File: src/rtl/mem_arb_pkg.sv
// Shared types and constants for the memory port arbiter.
package mem_arb_pkg;

  // Arbitration policy selector.
  typedef enum logic [0:0] {
    ARB_FIXED = 1'b0,
    ARB_RR    = 1'b1
  } arb_mode_e;

  // Deepest supported memory read latency.
  localparam int MAX_RD_LAT = 3;

  // The tag id field is sized for up to 2**MAX_ID_W requesters. The
  // arbiter only ever uses the low idWidth(N_REQ) bits.
  localparam int MAX_ID_W = 4;

  // One slot of the read-return tag pipeline.
  typedef struct packed {
    logic                valid;
    logic [MAX_ID_W-1:0] id;
  } rd_tag_t;

  // Bits needed to index n requesters, never less than one.
  function automatic int idWidth(input int n);
    return (n > 1) ? $clog2(n) : 1;
  endfunction

endpackage

File: src/rtl/rr_priority_picker.sv
// Rotate-and-find-first one-hot picker. The search begins at i_start and
// wraps from N-1 back to 0; a start of 0 gives plain fixed priority.
module rr_priority_picker
  import mem_arb_pkg::*;
#(
  parameter int N     = 2,
  parameter int IDX_W = 1
) (
  input  logic [N-1:0]     i_req,
  input  logic [IDX_W-1:0] i_start,
  output logic [N-1:0]     o_gnt,
  output logic             o_valid,
  output logic [IDX_W-1:0] o_idx
);

  // Two passes: first the indices at or above the start, then the wrapped
  // indices below it, keeping only the first hit.
  always_comb begin
    o_gnt   = '0;
    o_valid = 1'b0;
    o_idx   = '0;
    for (int j = 0; j < N; j++) begin
      if (!o_valid && (j >= int'(i_start)) && i_req[j]) begin
        o_valid  = 1'b1;
        o_idx    = IDX_W'(j);
        o_gnt[j] = 1'b1;
      end
    end
    for (int j = 0; j < N; j++) begin
      if (!o_valid && (j < int'(i_start)) && i_req[j]) begin
        o_valid  = 1'b1;
        o_idx    = IDX_W'(j);
        o_gnt[j] = 1'b1;
      end
    end
  end

endmodule

File: src/rtl/mem_port_arbiter.sv
// N-requester arbiter multiplexing masters onto one synchronous BRAM port,
// with fixed or round-robin priority, burst lock and tagged read returns.
module mem_port_arbiter
  import mem_arb_pkg::*;
#(
  parameter int        N_REQ    = 2,
  parameter int        ADDR_W   = 32,
  parameter int        DATA_W   = 32,
  parameter arb_mode_e ARB_MODE = ARB_FIXED,
  parameter int        RD_LAT   = 1,
  localparam int       BE_W     = DATA_W / 8
) (
  input  logic                     clk_i,
  input  logic                     rst_i,
  input  logic [N_REQ-1:0]         req_i,
  input  logic [N_REQ-1:0]         lock_i,
  input  logic [N_REQ*BE_W-1:0]    be_i,
  input  logic [N_REQ*ADDR_W-1:0]  addr_i,
  input  logic [N_REQ*DATA_W-1:0]  wdata_i,
  output logic [N_REQ-1:0]         gnt_o,
  output logic [N_REQ-1:0]         rvalid_o,
  output logic [DATA_W-1:0]        rdata_o,
  output logic                     mem_en_o,
  output logic [BE_W-1:0]          mem_we_o,
  output logic [ADDR_W-1:0]        mem_addr_o,
  output logic [DATA_W-1:0]        mem_wdata_o,
  input  logic [DATA_W-1:0]        mem_rdata_i
);

  localparam int ID_W = idWidth(N_REQ);

  // RD_LAT is expected to lie in 1..MAX_RD_LAT.

  logic [ID_W-1:0]   r_rrPtr;
  logic              r_lockVld;
  logic [ID_W-1:0]   r_lockOwn;
  rd_tag_t           r_tagPipe [RD_LAT];

  logic [N_REQ-1:0]  w_ownerMask;
  logic [N_REQ-1:0]  w_eligible;
  logic [ID_W-1:0]   w_start;
  logic [N_REQ-1:0]  w_pickGnt;
  logic              w_pickVld;
  logic [ID_W-1:0]   w_pickIdx;
  logic [N_REQ-1:0]  w_gnt;
  logic              w_gntVld;
  logic              w_ownerLock;
  logic              w_gntLock;
  logic              w_isRead;
  logic [BE_W-1:0]   w_be;
  logic [ADDR_W-1:0] w_addr;
  logic [DATA_W-1:0] w_wdata;
  rd_tag_t           w_tagOut;

  // While a lock is held only the owner may compete; everyone else stalls
  // even when the owner is idle.
  always_comb begin
    w_ownerMask = '0;
    for (int j = 0; j < N_REQ; j++) begin
      w_ownerMask[j] = (r_lockOwn == ID_W'(j));
    end
    w_eligible  = r_lockVld ? (req_i & w_ownerMask) : req_i;
    w_ownerLock = |(lock_i & w_ownerMask);
  end

  assign w_start = (ARB_MODE == ARB_RR) ? r_rrPtr : '0;

  rr_priority_picker #(
    .N     (N_REQ),
    .IDX_W (ID_W)
  ) u_picker (
    .i_req   (w_eligible),
    .i_start (w_start),
    .o_gnt   (w_pickGnt),
    .o_valid (w_pickVld),
    .o_idx   (w_pickIdx)
  );

  assign w_gnt     = rst_i ? '0 : w_pickGnt;
  assign w_gntVld  = !rst_i && w_pickVld;
  assign w_gntLock = |(lock_i & w_gnt);

  // Steer the granted requester's payload onto the memory port; an empty
  // grant leaves every memory output at zero.
  always_comb begin
    w_be    = '0;
    w_addr  = '0;
    w_wdata = '0;
    for (int j = 0; j < N_REQ; j++) begin
      if (w_gnt[j]) begin
        w_be    = be_i[j*BE_W +: BE_W];
        w_addr  = addr_i[j*ADDR_W +: ADDR_W];
        w_wdata = wdata_i[j*DATA_W +: DATA_W];
      end
    end
  end

  assign w_isRead    = w_gntVld && (w_be == '0);
  assign gnt_o       = w_gnt;
  assign mem_en_o    = w_gntVld;
  assign mem_we_o    = w_be;
  assign mem_addr_o  = w_addr;
  assign mem_wdata_o = w_wdata;

  // Round-robin pointer moves just past whoever was granted, locked or not.
  always_ff @(posedge clk_i or posedge rst_i) begin
    if (rst_i) begin
      r_rrPtr <= '0;
    end else if (w_gntVld) begin
      r_rrPtr <= (w_pickIdx == ID_W'(N_REQ - 1)) ? '0 : (w_pickIdx + ID_W'(1));
    end
  end

  if (N_REQ > 1) begin : g_lock
    // Lock is taken by a granted requester asserting lock_i and dropped at
    // the first edge the owner's lock_i is low, requesting or not.
    always_ff @(posedge clk_i or posedge rst_i) begin
      if (rst_i) begin
        r_lockVld <= 1'b0;
        r_lockOwn <= '0;
      end else if (r_lockVld) begin
        if (!w_ownerLock) begin
          r_lockVld <= 1'b0;
        end
      end else if (w_gntLock) begin
        r_lockVld <= 1'b1;
        r_lockOwn <= w_pickIdx;
      end
    end
  end else begin : g_noLock
    assign r_lockVld = 1'b0;
    assign r_lockOwn = '0;
  end

  // Tag pipeline tracks which requester owns each in-flight read so the
  // return lines up with the memory's read latency.
  always_ff @(posedge clk_i or posedge rst_i) begin
    if (rst_i) begin
      for (int s = 0; s < RD_LAT; s++) begin
        r_tagPipe[s] <= '0;
      end
    end else begin
      r_tagPipe[0] <= rd_tag_t'{valid: w_isRead, id: MAX_ID_W'(w_pickIdx)};
      for (int s = 1; s < RD_LAT; s++) begin
        r_tagPipe[s] <= r_tagPipe[s-1];
      end
    end
  end

  assign w_tagOut = r_tagPipe[RD_LAT-1];

  // Decode the tag leaving the pipeline into the per-requester valid.
  always_comb begin
    rvalid_o = '0;
    for (int j = 0; j < N_REQ; j++) begin
      if (w_tagOut.valid && (w_tagOut.id == MAX_ID_W'(j))) begin
        rvalid_o[j] = 1'b1;
      end
    end
  end

  assign rdata_o = mem_rdata_i;

endmodule

File: config.mk
export PLATFORM = sky130hd
export DESIGN_NAME = mem_port_arbiter
export DESIGN_NICKNAME = d
export VERILOG_FILES = /design/src/rtl/mem_arb_pkg.sv /design/src/rtl/rr_priority_picker.sv /design/src/rtl/mem_port_arbiter.sv
export SDC_FILE = /design/constraint.sdc
export NUM_CORES = 1
export LEC_CHECK = 0
export BUFFER_PORTS_ARGS = -buffer_cell sky130_fd_sc_hd__buf_2
export CORE_AREA = 5 5 104 106
export CTS_BUF_LIST = sky130_fd_sc_hd__clkbuf_4 sky130_fd_sc_hd__clkbuf_8 sky130_fd_sc_hd__clkbuf_16
export CTS_CLUSTER_DIAMETER = 150
export CTS_CLUSTER_SIZE = 8
export DETAILED_ROUTE_END_ITERATION = 12
export DIE_AREA = 0 0 109 111
export MAX_ROUTING_LAYER = met4
export PLACE_DENSITY = 0.56
export SLEW_MARGIN = 20
export SYNTH_ARGS = -nofsm -noshare
export SYNTH_HDL_FRONTEND = slang
export SYNTH_SLANG_ARGS = --single-unit
File: constraint.sdc
create_clock -name clk_i -period 3.2 [get_ports clk_i]
set_input_delay 0.64 -clock clk_i [delete_from_list [all_inputs] [get_ports clk_i]]
set_output_delay 0.64 -clock clk_i [all_outputs]
set_load 0.02 [all_outputs]
==> run_results.csv <==
group,metric,value,unit
global_route,grt_pass1_vias,1778,
pwr,power-per-cell-area,413.5,nW/um^2
worst_setup_path,crit_slowest_cell,"buf_4",
layout,multi_input_area,735.7,um^2
place,gp_congestion,0.7103,
worst_setup_path,start_kind,"input port",
detailed_routing,drt-total-wl,5606,um
sta,slew_viol_final,0,
floorplan,dieArea,12100,um^2
layout,regArea,100.1,um^2
detailed_routing,drtAntennaViolNets,0,
detailed_routing,vias,1826,
sta,hold_viol,0,
worst_setup_path,reg2regPathDepth,6,
sta,relSlewSlack,0.7530,
pwr,p_sw,445.2,uW
sta,tightest_slew,370.6,ps
logic_synthesis,ys.warnings.count,0,
clock_tree,cts_resized,0,
detailed_routing,vias_per_cell,4.094,
pwr,swShare,0.5012,
clock_tree,cts_buffer_depth,2,
worst_setup_path,critical_path_arrival,1920,ps
worst_setup_path,path_depth,6,
floorplan,row_count,36,
sta,min_period,2565,ps
logic_synthesis,ys_types,22,
sta,fin_worst_skew,3.160,ps
pwr,power_frac_comb,0.781,
layout,synthToLayoutAreaGrowth,82.47,%
pwr,p_int,443.1,uW
job,maxCapViolCount,0,
global_route,grt_use_total,0.07994,
logic_synthesis,synth_top_area_frac,0.5058,
clock_tree,cts.reportedPaths.clkPinSlew,30,ps
clock_tree,cts_made_buffers,3,
worst_setup_path,crit_path_end_kind,"output port",
logic_synthesis,syn-cell-area,1177,um^2
sta,fin_setup_tns,0,ps
clock_tree,cts_root_buf,"clkbuf_8",
detailed_routing,met2_length,2857,um
sta,fin_crit_sh,0.8015,
floorplan,start_util,0.1216,
worst_setup_path,crit_fanout,36,
pwr,clockPowerShare,0.117,
worst_setup_path,critical-path-max-stage-delay,380,ps
worst_setup_path,cp_cell_sequence,"buf_2 -> nor2b_1 -> nor4b_4 -> buf_4 -> a22o_1 -> buf_2",
worst_setup_path,path_class,"input port to output port",
layout,num-fill-cells,1096,
worst_setup_path,worst-path-buf-inv,3,
detailed_routing,drt-met1-wl,1972,um
sta,rsz0062_at_grt,"no",
clock_tree,ctsHoldBuffers,0,
pwr,leakage,1.327,nW
global_route,grt_max_degree,38,
logic_synthesis,yosys.area.top_type,"a22o_1",
detailed_routing,drc,0,
floorplan,boundaryPins,279,
floorplan,die_width,109,um
detailed_routing,wl_met3,675,um
place,place.port_buffers,214,
floorplan,core-area,9684,um^2
logic_synthesis,seq_area_frac_synth,0.08502,
detailed_routing,drt-initial-drc-count,79,
worst_setup_path,cp.required,2560,ps
clock_tree,clock_sinks,4,
logic_synthesis,synthesis.nets,313,
global_route,antenna_found_initial,0,
logic_synthesis,yosys_register_bits,4,
place,place_hpwl,4939,um
clock_tree,htreeDepth,1,
pwr,vdd_drop_max,0.0001879,V
logic_synthesis,synth_area_leaders,"a22o_1 (51%), buf_4 (20%), dfrtp_1 (8.5%)",
clock_tree,post_cts.repair.setup_buffers,0,
floorplan,die_y,111,um
global_route,gr-total-overflow,0,
clock_tree,cts_tree,"built",
worst_setup_path,crit_family,"buffers and inverters",
min_path,hold_path_class,"input port to async pin",
run_status,status,"finished clean",
detailed_routing,highest_layer,"met4",
logic_synthesis,syn_area_per_cell,8.470,um^2
global_route,grt_pass1_wl,8024,um
detailed_routing,post_drt_wl_per_cell,12.57,um
layout,drive_above_1_share,0.7188,
pwr,finalPower,888.3,uW
pwr,p_seq_frac,0.103,
logic_synthesis,netlist_instances,139,
layout,nets,489,
worst_setup_path,critPathMostFrequentCell,"buf_2",
layout,antenna_cells,0,
detailed_routing,dr.pass1.iters,4,
sta,timing.fmax,0.3899,GHz
clock_tree,clock_latency,210,ps
sta,setup_viol,0,
==> stage by stage <==
| step | setup WS, ps | util | instances | hold slack, ps | instance area (um^2) |
|---|---|---|---|---|---|
| 6_report | 635.3 | 0.2218 | 446 | 359.3 | 2148 |
| 5_1_grt | 513.0 | 0.2218 | 446 | 374.6 | 2148 |
| 4_1_cts | 636.0 | 0.2218 | 446 | 359.0 | 2148 |
| 3_5_place_dp | 640.4 | 0.2176 | 443 | 565.1 | 2107 |
| 3_3_place_gp | 656.3 | 0.2176 | 443 | 556.9 | 2107 |
| 2_1_floorplan | 734.5 | - | 139 | 419.5 | 1177 |
==> layer usage <==
layer,vias to the layer above,track usage
met4,0,0.02862
li1,869,-
met1,807,0.08149
met2,132,0.1507
met5,-,-
met3,18,0.01223
==> layout by cell type, fill, tap and decap left out, drive strengths merged, types with 2 or more instances in the layout <==
cell type and instances:
buf 218, a22o 68, dfrtp 4, nor2b 4
nand2 3, clkbuf 3, and2 2, o21ai 2
==> kinds of logic (layout without fill, tap and decap cells) <==
family / after synthesis / in the layout / share of synthesized area
and+or+nand+nor: 13 / 13 / 0.08077
muxes: 1 / 1 / 0.008502
buffers and inverters: 48 / 222 / 0.2912
DFF: 4 / 4 / 0.08502
AOI/OAI and AO/OA: 73 / 73 / 0.5345
==> power groups by stage <==
stage	Sequential (mW)	Clock (mW)	Combinational [mW]
after global routing	0.0953	0.111	0.745
after CTS	0.0912	0.108	0.700
after floorplan	0.0859	0	0.525
final	0.0911	0.104	0.694
after global placement	0.0916	0	0.692
after detailed placement	0.0918	0	0.698
==> synthesized netlist by cell type <==
cell,n
inv_1,1
and2_1,2
a22oi_1,1
mux2i_1,1
buf_4,32
nor3b_1,1
nor2b_2,1
dfrtp_1,4
o221a_2,1
o21ai_0,1
o21ai_1,1
buf_1,4
nor2b_1,3
nor4_1,1
a21oi_1,1
buf_6,5
and3_1,1
buf_2,4
clkbuf_1,2
a22o_1,68
nor4b_4,1
nand2_1,3
==> worst register-to-register path, stage by stage (launching register included) <==
cell and delay, ps:
dfrtp_1 420, nor2b_2 270, nor4b_4 80, buf_4 240, a22o_1 280, nor4_1 300
and2_1 160
==> final timing paths <==
check | start | endpoint | slack [ps]
worst max-delay path | req_i[0] | mem_wdata_o[2] | 640
worst min-delay path | rst_i | r_tagPipe[0]$_DFF_PP0_ | 360
worst max register to register | r_lockVld$_DFF_PP0_ | r_tagPipe[4]$_DFF_PP0_ | 1390
worst min register to register | r_lockVld$_DFF_PP0_ | r_lockOwn$_DFFE_PP0P_ | 570
max in group asynchronous | rst_i | r_tagPipe[4]$_DFF_PP0_ | 2660
min in group clk_i | r_lockVld$_DFF_PP0_ | r_lockOwn$_DFFE_PP0P_ | 570
==> sequential cells by signal, summed over array words and instances (netlist names) <==
register,count
r_tagPipe,2
r_lockOwn,1
r_lockVld,1
==> cell type report <==
type | instances | share of cell area
well taps | 133 | 0.07746
flip-flops and latches | 4 | 0.04659
repair buffers | 218 | 0.5125
multi-input cells | 87 | 0.3425
inverters | 1 | 0.001747
clock buffers | 3 | 0.01922
Power figures use the tool's default switching activity.
